File: config.mk
export PLATFORM = sky130hd
export DESIGN_NAME = imem_load_arbiter
export DESIGN_NICKNAME = d
export VERILOG_FILES = /design/src/rtl/imem_load_arbiter.sv
export SDC_FILE = /design/constraint.sdc
export NUM_CORES = 1
export LEC_CHECK = 0
export ABC_AREA = 1
export CAP_MARGIN = 10
export CORE_AREA = 3 3 112 82
export CTS_CLUSTER_SIZE = 14
export DETAILED_ROUTE_END_ITERATION = 10
export DIE_AREA = 0 0 115 85
export PLACE_DENSITY_LB_ADDON = 0.05
export SYNTH_ARGS = -nofsm -noshare
export SYNTH_HDL_FRONTEND = slang
export SYNTH_SLANG_ARGS = --single-unit
File: constraint.sdc
create_clock -name clk -period 1.8 [get_ports clk]
set_input_delay 0.54 -clock clk [delete_from_list [all_inputs] [get_ports clk]]
set_output_delay 0.54 -clock clk [all_outputs]
set_load 0.01 [all_outputs]
File: src/rtl/imem_load_arbiter.sv
// -----------------------------------------------------------------------------
// imem_load_arbiter
//
// Purpose:
//   Owns the single-port synchronous instruction memory and shares it between
//   the core fetch stage (reads) and a burst instruction loader (writes coming
//   from the host/network side). The memory has a one-cycle read latency and a
//   write cycle does not update its read data.
//
//   A burst is started in IDLE with a base address and a word count. While the
//   burst runs, every cycle either one write or one fetch is granted, never
//   both. Writes win while fetch is idle. When fetch is waiting, at most
//   max_run_p consecutive writes are granted before fetch gets a turn, so a
//   load can never starve the core.
//
// Parameters:
//   addr_width_p  memory address width, depth = 2**addr_width_p
//   max_run_p     max consecutive writes granted while fetch is pending (>= 1)
//
// Ports:
//   clk                 clock
//   reset_n             asynchronous active-low reset
//   load_start_i        burst start request, only looked at in IDLE
//   load_addr_i         burst base address
//   load_len_i          burst length in words, 0 .. 2**addr_width_p
//   load_valid_i        load_data_i holds a word to write
//   load_data_i         instruction word to write
//   load_ready_o        write accepted this cycle
//   load_busy_o         burst in progress (registered)
//   load_done_o         one-cycle pulse after a burst completes (registered)
//   fetch_valid_i       fetch read request
//   fetch_addr_i        fetch address
//   fetch_ready_o       fetch accepted this cycle
//   fetch_data_o        read data, pass-through of mem_instr_i
//   fetch_data_valid_o  fetch_data_o valid, the cycle after acceptance
//   mem_addr_o          memory address
//   mem_instr_o         memory write data
//   mem_wen_o           memory write enable
//   mem_instr_i         memory read data
// -----------------------------------------------------------------------------

package imem_load_arbiter_pkg;

    // One instruction word as stored in the instruction memory.
    typedef struct packed {
        logic [6:0]  opcode;
        logic [24:0] operands;
    } instruction_s;

endpackage

module imem_load_arbiter
    import imem_load_arbiter_pkg::*;
#(
    parameter int addr_width_p = 10,
    parameter int max_run_p    = 4
) (
    input  logic                    clk,
    input  logic                    reset_n,

    input  logic                    load_start_i,
    input  logic [addr_width_p-1:0] load_addr_i,
    input  logic [addr_width_p:0]   load_len_i,
    input  logic                    load_valid_i,
    input  instruction_s            load_data_i,
    output logic                    load_ready_o,
    output logic                    load_busy_o,
    output logic                    load_done_o,

    input  logic                    fetch_valid_i,
    input  logic [addr_width_p-1:0] fetch_addr_i,
    output logic                    fetch_ready_o,
    output instruction_s            fetch_data_o,
    output logic                    fetch_data_valid_o,

    output logic [addr_width_p-1:0] mem_addr_o,
    output instruction_s            mem_instr_o,
    output logic                    mem_wen_o,
    input  instruction_s            mem_instr_i
);

    localparam int AW   = addr_width_p;
    localparam int LW   = addr_width_p + 1;
    localparam int RunW = (max_run_p < 1) ? 1 : $clog2(max_run_p + 1);
    localparam logic [RunW-1:0] RunMax = RunW'(max_run_p);

    typedef enum logic {
        IDLE = 1'b0,
        LOAD = 1'b1
    } state_e;

    state_e            r_state;
    logic [AW-1:0]     r_cur_addr;
    logic [LW-1:0]     r_remaining;
    logic [RunW-1:0]   r_run_cnt;
    logic              r_load_busy;
    logic              r_load_done;
    logic              r_fetch_data_valid;

    logic              w_write_grant;
    logic              w_fetch_grant;
    logic              w_last_write;
    logic              w_len_zero;
    logic [RunW-1:0]   w_run_cnt_next;

    // Grant decision for the current cycle. In IDLE the loader never writes
    // and every fetch request is accepted. In LOAD a pending write wins unless
    // fetch is waiting and the current write run has already hit max_run_p.
    // These grants are not gated by reset; the outputs below are, and the
    // state register ignores them while reset is held.
    always_comb begin
        w_write_grant = 1'b0;
        w_fetch_grant = 1'b0;
        if (r_state == IDLE) begin
            w_fetch_grant = fetch_valid_i;
        end else begin
            w_write_grant = load_valid_i && (!fetch_valid_i || (r_run_cnt < RunMax));
            w_fetch_grant = fetch_valid_i && !w_write_grant;
        end
    end

    // The write run only grows while fetch is actually waiting; a write with
    // no fetch pending restarts the run so fetch always gets a full window
    // when it arrives. The saturation guard is defensive: a granted write
    // with fetch pending always sees r_run_cnt below the limit.
    always_comb begin
        w_run_cnt_next = '0;
        if (fetch_valid_i) begin
            if (r_run_cnt == RunMax) begin
                w_run_cnt_next = RunMax;
            end else begin
                w_run_cnt_next = r_run_cnt + RunW'(1);
            end
        end
    end

    assign w_last_write = (r_remaining == LW'(1));
    assign w_len_zero   = (load_len_i == '0);

    // Handshake and memory-control outputs are forced low during reset so the
    // memory cannot be written while the sequencer is being cleared.
    assign load_ready_o  = reset_n && w_write_grant;
    assign mem_wen_o     = reset_n && w_write_grant;
    assign fetch_ready_o = reset_n && ((r_state == IDLE) || w_fetch_grant);

    // The memory address follows fetch whenever no write is granted so an
    // idle cycle still presents the fetch address to the RAM.
    assign mem_addr_o  = w_write_grant ? r_cur_addr : fetch_addr_i;
    assign mem_instr_o = load_data_i;

    // Read data comes straight from the RAM; it lines up with the registered
    // valid because the RAM has exactly one cycle of read latency.
    assign fetch_data_o       = mem_instr_i;
    assign fetch_data_valid_o = r_fetch_data_valid;
    assign load_busy_o        = r_load_busy;
    assign load_done_o        = r_load_done;

    // Burst sequencer. IDLE latches a new burst; LOAD walks the address,
    // counts down the remaining words and tracks the write run length. The
    // write that consumes the last word returns to IDLE and raises done for
    // one cycle. A zero-length start never enters LOAD but still reports done
    // so the host sees every start acknowledged.
    always_ff @(posedge clk or negedge reset_n) begin
        if (!reset_n) begin
            r_state            <= IDLE;
            r_cur_addr         <= '0;
            r_remaining        <= '0;
            r_run_cnt          <= '0;
            r_load_busy        <= 1'b0;
            r_load_done        <= 1'b0;
            r_fetch_data_valid <= 1'b0;
        end else begin
            r_load_done        <= 1'b0;
            r_fetch_data_valid <= w_fetch_grant;
            case (r_state)
                IDLE: begin
                    if (load_start_i) begin
                        if (w_len_zero) begin
                            r_load_done <= 1'b1;
                        end else begin
                            r_state     <= LOAD;
                            r_cur_addr  <= load_addr_i;
                            r_remaining <= load_len_i;
                            r_run_cnt   <= '0;
                            r_load_busy <= 1'b1;
                        end
                    end
                end
                LOAD: begin
                    if (w_write_grant) begin
                        r_cur_addr  <= r_cur_addr + AW'(1);
                        r_remaining <= r_remaining - LW'(1);
                        r_run_cnt   <= w_run_cnt_next;
                        if (w_last_write) begin
                            r_state     <= IDLE;
                            r_load_busy <= 1'b0;
                            r_load_done <= 1'b1;
                        end
                    end else if (w_fetch_grant) begin
                        r_run_cnt <= '0;
                    end
                end
                default: begin
                    r_state <= IDLE;
                end
            endcase
        end
    end

endmodule

# Word level (Yosys, flattened, before mapping)
# Index checks and enable logic that the tools add are counted.
[totals]
latchBits = 0
romBits = 0
memories = 0
word_cells = 64
mem_bits_rw = 0
output_inout_bits = 80
ff_bits = 28
[op_classes]
reduce_logical = 12
n_bitwise = 1
div_mod_pow = 0
n_addsub = 3
mux = 33
n_lt_le_gt_ge = 1
n_eq_ne = 7
mul = 0
shift = 0
[op_table]
columns = ["op", "count"]
rows = [
  ["$mux W10", 4],
  ["$mux W11", 3],
  ["$pmux W11 S2", 1],
  ["$pmux W10 S2", 1],
  ["$mux W3", 6],
  ["$mux W1", 14],
  ["$eq A11 B1 Y1 const B", 1],
  ["$logic_not A11 Y1", 1],
  ["$sub A11 B1 Y11 const B", 1],
  ["$add A10 B1 Y10 const B", 1],
  ["$pmux W1 S2", 3],
  ["$pmux W3 S2", 1],
  ["$reduce_and A3 Y1", 2],
  ["$logic_and A1 B1 Y1", 4],
  ["$ne A2 B1 Y1 const B", 2],
  ["$ne A2 B2 Y1 const B", 2],
  ["$reduce_and A4 Y1", 1],
  ["$add A3 B1 Y3 const B", 1],
  ["$eq A3 B3 Y1 const B", 1],
  ["$lt A3 B3 Y1 const B", 1],
  ["$ne A3 B1 Y1 const B", 1],
  ["$logic_not A1 Y1", 2],
  ["$logic_or A1 B1 Y1", 2],
  ["$not A1 Y1", 1],
]

# Logic depth before layout (Yosys ltp)
# Gate-level depths: netlist of run 1.
[depth]
depth_word = 9
mapped_depth = 10
mapped_depth_nobuf = 9

# Worst setup path after synthesis of run 1
# Ideal clock, no wire load.
[synth_path]
path_kind = "in2out"
startpoint = "input fetch_valid_i"
endpoint = "output mem_wen_o"
stages = 7
path_slack_ns = -0.159
required_time_ns = 1.260
t_arrival_ns = 1.419
cell_sequence = "nand2_1 -> nand2_1 -> nor2_1 -> inv_1 -> clkbuf_1 -> nor2_1 -> buf_4"
[synth_via]
elab_chain_len = 5
[synth_lines]
columns = ["element", "line_no", "text"]
rows = [
  ["from (decl)", "70", "input logic fetch_valid_i,"],
  ["$logic_not A1 Y1", "117", "w_write_grant = load_valid_i && (!fetch_valid_i || (r_run_cnt < RunMax));"],
  ["$logic_or A1 B1 Y1", "117", ""],
  ["$logic_and A1 B1 Y1", "117", ""],
  ["$mux W1", "114", "if (r_state == IDLE) begin"],
  ["$logic_and A1 B1 Y1", "n/a", ""],
  ["to (decl)", "78", "output logic mem_wen_o,"],
]
# Every way passes these cells.

# Worst setup path after layout of run 1
[layout_path]
startpoint = "register r_run_cnt[2]"
endpoint = "output mem_addr_o[9]"
[layout_via]
elab_chain_len = 5
[layout_lines]
columns = ["element", "line_no", "text"]
rows = [
  ["from (decl)", "95", "logic [RunW-1:0] r_run_cnt;"],
  ["from (signal assigned)", "193", "r_run_cnt <= w_run_cnt_next;"],
  ["$lt A3 B3 Y1", "117", ""],
  ["$logic_or A1 B1 Y1", "117", ""],
  ["$logic_and A1 B1 Y1", "117", ""],
  ["$mux W1", "114", ""],
  ["$mux W10", "148", "assign mem_addr_o = w_write_grant ? r_cur_addr : fetch_addr_i;"],
  ["to (decl)", "76", "output logic [addr_width_p-1:0] mem_addr_o,"],
]
# Every way passes these cells.

==> results of run 1 <==
-- cells in the final DEF (no fill, tap or decap), types with 5 or more instances in the layout --
master / count
ha_1: 5
nand2_1: 120
o21ai_0: 16
buf_4: 35
nand3_1: 29
dfrtp_1: 28
nor2_1: 31
buf_2: 12
nand2_2: 8
o21ai_2: 13
clkdlybuf4s50_1: 33
inv_1: 38
o21ai_1: 7
-- per-layer routing --
metal / vias up / share of wire
li1: 1204 / -
met1: 1021 / 0.54
met2: 67 / 0.39
met3: 14 / 0.056
met4: 0 / 0.010
met5: - / 0
-- Yosys cell counts --
| master | instances | share of area |
|---|---|---|
| inv_4 | 2 | 0.0048 |
| or2_2 | 1 | 0.0024 |
| o31ai_1 | 1 | 0.0029 |
| buf_6 | 2 | 0.0087 |
| nor2_1 | 35 | 0.051 |
| o21ai_2 | 10 | 0.034 |
| o21ai_0 | 26 | 0.050 |
| buf_4 | 67 | 0.19 |
| buf_2 | 1 | 0.0019 |
| nand3_1 | 30 | 0.058 |
| nand4_1 | 4 | 0.0097 |
| nor3_1 | 2 | 0.0039 |
| buf_1 | 1 | 0.0015 |
| nand2_2 | 4 | 0.0097 |
| nand3b_1 | 2 | 0.0058 |
| clkbuf_1 | 4 | 0.0058 |
| inv_1 | 39 | 0.057 |
| nor2_2 | 2 | 0.0048 |
| nand3_2 | 1 | 0.0039 |
| nor2_4 | 1 | 0.0044 |
| nand2_4 | 1 | 0.0044 |
| or2_0 | 1 | 0.0024 |
| nand2_1 | 124 | 0.18 |
| dfrtp_1 | 28 | 0.27 |
| ha_1 | 5 | 0.024 |
| a21oi_1 | 1 | 0.0019 |
-- stage by stage --
stage / setup slack [ns] / setup TNS [ns] / area [sq um] / power (mW) / instances
4_1_cts: -0.3704 / -3.318 / 3035 / 4.331 / 518
3_5_place_dp: -1.121 / -19.94 / 2974 / 3.774 / 513
5_1_grt: -0.3975 / -3.833 / 3107 / 4.837 / 520
6_report: -0.3082 / -2.520 / 3107 / 4.338 / 520
3_3_place_gp: -1.091 / -19.49 / 2974 / 3.751 / 513
2_1_floorplan: -0.03648 / -0.3374 / 2592 / 2.957 / 395
-- power breakdown --
part	internal (mW)	switching [mW]
registers	0.903	0.212
logic	1.11	1.59
clock network	0.296	0.227
-- layout make-up --
class	instances	area (sq um)	share of cell area
Clock buffer	3	75.07	0.02416
Inverter	41	166.4	0.05356
Multi-Input combinational cell	251	1224	0.3939
Sequential cell	28	700.7	0.2255
Tap cell	105	131.4	0.04229
Timing Repair Buffer	91	802.0	0.2582
Timing Repair inverter	1	7.507	0.002416
-- worst min-delay path by stage --
| stage | to | start |
|---|---|---|
| after global placement | r_remaining[7]$_DFFE_PN0P_ | r_remaining[7]$_DFFE_PN0P_ |
| final | load_busy_o$_DFFE_PN0P_ | load_busy_o$_DFFE_PN0P_ |
| after global routing | r_remaining[7]$_DFFE_PN0P_ | r_remaining[7]$_DFFE_PN0P_ |
| after detailed placement | r_remaining[7]$_DFFE_PN0P_ | r_remaining[7]$_DFFE_PN0P_ |
| after floorplan | fetch_data_valid_o$_DFF_PN0_ | reset_n |
| after CTS | r_remaining[7]$_DFFE_PN0P_ | r_remaining[7]$_DFFE_PN0P_ |
-- logic make-up (layout without fill, tap and decap cells) --
family                     Yosys count  in the layout  share of synthesized area
DFF                                 28             28                     0.2714
buffers and inverters              116            136                     0.2744
and+or+nand+nor                    208            208                     0.3408
AOI/OAI and AO/OA                   38             38                    0.08919
adders and majority gates            5              5                    0.02424
-- worst min-delay path, cell delays in order (launching register included) --
cell and delay [ns]:
dfrtp_1 0.36, nand2_1 0.06, nand2_1 0.05
-- flip-flops by register name, summed over array words and instances, names as in the netlist --
| name | flops |
|---|---|
| r_cur_addr | 10 |
| load_busy_o | 1 |
| r_remaining | 11 |
| fetch_data_valid_o | 1 |
| load_done_o | 1 |
| r_run_cnt | 3 |
| r_state | 1 |
-- repair_timing --
item,in CTS,in global routing
gates cloned,1,1
endpoints found under the setup margin,13,38
pin swaps,8,8
resized for setup,80,12
buffers inserted,1,1
==> impl_metrics.csv, run 1 <==
group,metric,value,unit
status,status,"complete, but fails checks",
status,violations,"setup timing",
synthesis,synthCells,395,
cts,cts_hold_buffers,0,
global_route,grt_first_pass_wirelength,10900,microns
setup_path,critPathMostFrequentCell,"nand2_2",
synthesis,synth_cell_types,26,
finish,nNetsFinal,522,
drt,avgViaCountPerCell,4.435,
sta,setup_viol,13,
cts,cts.htree.levels,1,
floorplanning,num_rows,28,
setup_path,slowest_delay,0.38,ns
cts,cts-root-buf,"clkbuf_16",
job,maxCapViolations,0,
setup_path,critPathKind,"reg -> out",
setup_path,worst-path-stages,8,
sta,slew-limit-headroom,0.7372,
sta,min_period_over_period,1.171,
drt,wire_per_inst,12.76,microns
sta,whs,0.4916,ns
placement,place_congestion,0.7721,
drt,via_count,2306,
placement,io_buffers,51,
finish,final_core_util,0.3758,
drt,drc_errors,0,
global_route,grt-ovfl-total,0,
floorplanning,dieArea,9775,sq um
sta,worst_slack,-0.3082,ns
finish,syn2layout_area_growth,20.36,%
placement,dp_hpwl,4865,microns
finish,fill_cells,894,
global_route,grt_use_total,0.1393,
global_route,grt_util_met2,0.1954,
setup_path,r2r_end,"r_cur_addr[1]$_DFFE_PN0P_",
setup_path,reg2regPathDepth,8,
setup_path,cp_cell_sequence,"nand2_1 -> nand2_2 -> nor2_4 -> clkinvlp_4 -> buf_6 -> nand2_2 -> o21ai_2 -> buf_2",
synthesis,synth.ff_latch_count,28,
sta,report.final.slew_viol_count,0,
sta,clock_skew,0.004333,ns
sta,finalHoldViolCount,0,
floorplanning,pin_count,180,
setup_path,reg2reg_slack,0.25,ns
finish,layout-drive-gt1-share,0.2241,
cts,clkTransAtPathRegs,0.07,ns
floorplanning,die_w,115,microns
global_route,grt_util_met3,0.03421,
power_and_ir_drop,ir_drop,532.6,uV
synthesis,yosysWarnings,0,
setup_path,cp_max_fo,5,
floorplanning,start_util,0.3122,
setup_path,crit_path_end_kind,"output port",
cts,clock_latency,0.26,ns
sta,rsz0062_at_grt,"true",
global_route,first_global_vias,2166,
setup_path,startpoint,"r_run_cnt[2]$_DFFE_PN0P_",
drt,wl,6633,microns
finish,antennaDiodeCount,0,
floorplanning,core-area,8268,sq um
setup_path,critical_path_arrival,1.57,ns
drt,ant_nets,0,
setup_path,cp_num_buf_inv,3,
drt,first_pass_iters,5,
global_route,antenna_found_initial,0,
global_route,globalRouteMet1Util,0.2147,
cts,cts_sinks,28,
sta,clock.fmax,474.3,MHz
setup_path,cp-endpoint,"mem_addr_o[9]",
sta,fin_crit,2.108,ns
min_path,whs_path_depth,2,
synthesis,syn_nets,500,
power_and_ir_drop,powerDensity,1396,nW/um^2
cts,cts_buffer_depth,2,
setup_path,crit_family,"buffers and inverters",
setup_path,critPathSlowestCell,"dfrtp_1",
power_and_ir_drop,power.leakage,1.593,nW
synthesis,seq_area_frac_synth,0.2714,
global_route,grt_max_degree,29,
global_route,grt-busiest-layer,"met1",
floorplanning,die_h,85,microns
setup_path,r2r-start,"r_state$_DFF_PN0_",
min_path,hold_path.class,"reg -> reg",
cts,cts_tree,"built",
setup_path,worstPathRequired,1.26,ns
sta,worst_pin_slew,0.3942,ns
synthesis,synth_area,2581,sq um
synthesis,synth.avg_cell_area,6.535,sq um
setup_path,start_kind,"flop",
drt,drt-initial-drc-count,87,
cts,cts_buffers,3,
(Power assumes the default switching activity.)
==> inputs of run 2 (changes only) <==
--- a/config.mk
+++ b/config.mk
@@ -7,10 +7,11 @@
 export LEC_CHECK = 0
 export ABC_AREA = 1
 export CAP_MARGIN = 10
-export CORE_AREA = 3 3 112 82
+export CORE_AREA = 3 3 109 79
 export CTS_CLUSTER_SIZE = 14
 export DETAILED_ROUTE_END_ITERATION = 10
-export DIE_AREA = 0 0 115 85
+export DIE_AREA = 0 0 112 82
+export MAX_ROUTING_LAYER = met4
 export PLACE_DENSITY_LB_ADDON = 0.05
 export SYNTH_ARGS = -nofsm -noshare
 export SYNTH_HDL_FRONTEND = slang
==> constraint.sdc (replaced) <==
create_clock -name clk -period 2.2 [get_ports clk]
set_input_delay 0.66 -clock clk [delete_from_list [all_inputs] [get_ports clk]]
set_output_delay 0.66 -clock clk [all_outputs]
set_load 0.01 [all_outputs]
==> run 2 against run 1 <==
The run now ends clean. Via count decreased by 3.7%. Cell count decreased by 5.4%. Worst hold slack improved by 0.0010 ns. Total power decreased by 24%. Clock skew increased by 0.0021 ns. Wire length decreased by 1.3%. Non-clock buffer count decreased by 24. Die area decreased by 6.0%. Highest routed layer unchanged.
==> impl_metrics.csv, run 2 (synthesized netlist as in run 1, its figures left out) <==
group,metric,value,unit
status,status,"finished, final reports clean",
drt,first_pass_iters,6,
placement,dp_hpwl,4740,microns
setup_path,start_kind,"input port",
placement,io_buffers,51,
floorplanning,num_rows,27,
finish,final_cell_mix,"121 x nand2_1, 38 x inv_1, 35 x clkdlybuf4s50_1",
sta,fin_crit,2.156,ns
power_and_ir_drop,ir_drop,382.4,uV
placement,place_congestion,0.7351,
cts,clock_latency,0.28,ns
sta,worst_pin_slew,0.3940,ns
finish,fin_area,2872,sq um
drt,ant_nets,0,
floorplanning,dieArea,9184,sq um
finish,stdcell_count,492,
sta,clock_skew,0.006426,ns
drt,wl,6544,microns
finish,largest_reg_flops,11,
drt,drt-initial-drc-count,94,
cts,cts-root-buf,"clkbuf_8",
power_and_ir_drop,clockPowerShare,0.100,
power_and_ir_drop,powerDensity,1151,nW/um^2
setup_path,cp_num_buf_inv,4,
setup_path,critPathKind,"in -> out",
power_and_ir_drop,power.leakage,1.452,nW
finish,multi_input_area,1192,sq um
sta,slew-limit-headroom,0.7374,
placement,placed_cell_area,2771,sq um
placement,dp.cells,484,
setup_path,cp_cell_sequence,"buf_6 -> nand2_2 -> nand2_2 -> nor2_4 -> inv_6 -> buf_12 -> o21ai_1 -> buf_2",
sta,min_period_over_period,0.9799,
finish,syn2layout_area_growth,11.25,%
cts,cts_sinks,28,
finish,top_register,"r_remaining",
power_and_ir_drop,p_int,1.694,mW
setup_path,critPathMostFrequentCell,"nand2_2",
power_and_ir_drop,pwr-share-comb,0.612,
setup_path,worstPathRequired,1.54,ns
setup_path,crit_path_end_kind,"output port",
setup_path,critical_path_arrival,1.50,ns
cts,clkTransAtPathRegs,0.10,ns
finish,final_core_util,0.3712,
global_route,grt-ovfl-total,0,
finish,fill_cells,877,
cts,cts_buffers,3,
finish,reg_top3,"r_remaining x11, r_cur_addr x10, r_run_cnt x3",
global_route,antenna_found_initial,0,
floorplanning,die_w,112,microns
sta,rsz0062_at_grt,"true",
setup_path,cp_max_fo,6,
sta,setup_viol,0,
finish,nNetsFinal,497,
finish,layout_commonest_cell,"nand2_1",
cts,cts_buffer_depth,2,
global_route,grt_max_degree,29,
drt,via_count,2221,
floorplanning,core-area,7736,sq um
cts,cts_tree,"built",
global_route,first_global_vias,2041,
setup_path,critPathSlowestCell,"buf_12",
cts,cts.htree.levels,1,
sta,tns,0,ns
floorplanning,die_h,82,microns
setup_path,slowest_delay,0.14,ns
global_route,grt_first_pass_wirelength,10570,microns
drt,drc_errors,0,
power_and_ir_drop,finalPower,3.305,mW
power_and_ir_drop,seq_power_share,0.288,
floorplanning,start_util,0.3337,
floorplanning,pin_count,180,
sta,report.final.slew_viol_count,0,
finish,antennaDiodeCount,0,
sta,clock.fmax,463.9,MHz
power_and_ir_drop,switching_power,1.611,mW
finish,layout-drive-gt1-share,0.1637,
min_path,hold_path.class,"reg -> reg",
global_route,grt_use_total,0.1491,
finish,regArea,700.7,sq um
sta,finalHoldViolCount,0,
drt,avgViaCountPerCell,4.514,
power_and_ir_drop,p_sw_frac,0.4876,
job,maxCapViolations,0,
drt,wire_per_inst,13.30,microns
setup_path,crit_family,"buffers and inverters",
[run 2: worst paths after layout]
check | start | slack [ns] | endpoint | cells past startpoint
max | fetch_valid_i | 0.04 | mem_addr_o[4] | 8
max in group asynchronous | reset_n | 1.30 | r_remaining[2]$_DFFE_PN0P_ | 2
min reg2reg | r_remaining[7]$_DFFE_PN0P_ | 0.49 | r_remaining[7]$_DFFE_PN0P_ | 2
min in group asynchronous | reset_n | 0.61 | r_remaining[10]$_DFFE_PN0P_ | 2
max reg2reg | r_state$_DFF_PN0_ | 0.53 | r_cur_addr[6]$_DFFE_PN0P_ | 8
min | r_remaining[7]$_DFFE_PN0P_ | 0.49 | r_remaining[7]$_DFFE_PN0P_ | 2
[run 2: cell type report]
class	count	area share
Multi-Input combinational cell	251	0.4152
Inverter	41	0.05708
Timing Repair Buffer	67	0.2205
Clock buffer	4	0.01917
Sequential cell	28	0.2440
Tap cell	101	0.04401
[run 2: power groups by stage]
stage	sequential (mW)	combinational, mW	clock (mW)
after floorplan	0.903	1.51	0
after global placement	0.962	1.96	0
after detailed placement	0.959	1.95	0
after CTS	0.950	2.05	0.359
after global routing	0.988	2.33	0.376
final	0.952	2.02	0.332
[run 2: layer usage]
layer	vias to the layer above	routed length, microns	track usage
met5	-	0	-
met4	0	87	0.03601
met3	18	401	0.04418
met2	78	2553	0.2081
met1	967	3501	0.2101
li1	1158	-	-
[run 2: worst reg2reg max path, stage by stage (launching register included)]
cell	delay (ns)
dfrtp_1	0.43
inv_4	0.08
buf_4	0.30
nor2_2	0.11
nor2_4	0.13
nand2_4	0.08
inv_4	0.28
nand2_1	0.11
o21ai_2	0.07
[run 2: stage by stage]
stage               hold slack, ns  setup slack (ns)
finish                      0.4926           0.04426
detailed placement          0.4616           -0.7496
global route                0.5297          -0.03783
global placement            0.4579           -0.7304
floorplan                   0.3644          0.001274
CTS                         0.4977           0.02217
[run 2: what timing repair did]
item                                    in CTS  in global routing
endpoints found under the setup margin      13                 13
hold endpoints to repair                     0                  0
pin swaps                                    4                  1
buffers inserted                             2                  0
cloned                                       3                  0
gates resized for setup                     84                  0
hold buffers                                 0                  0
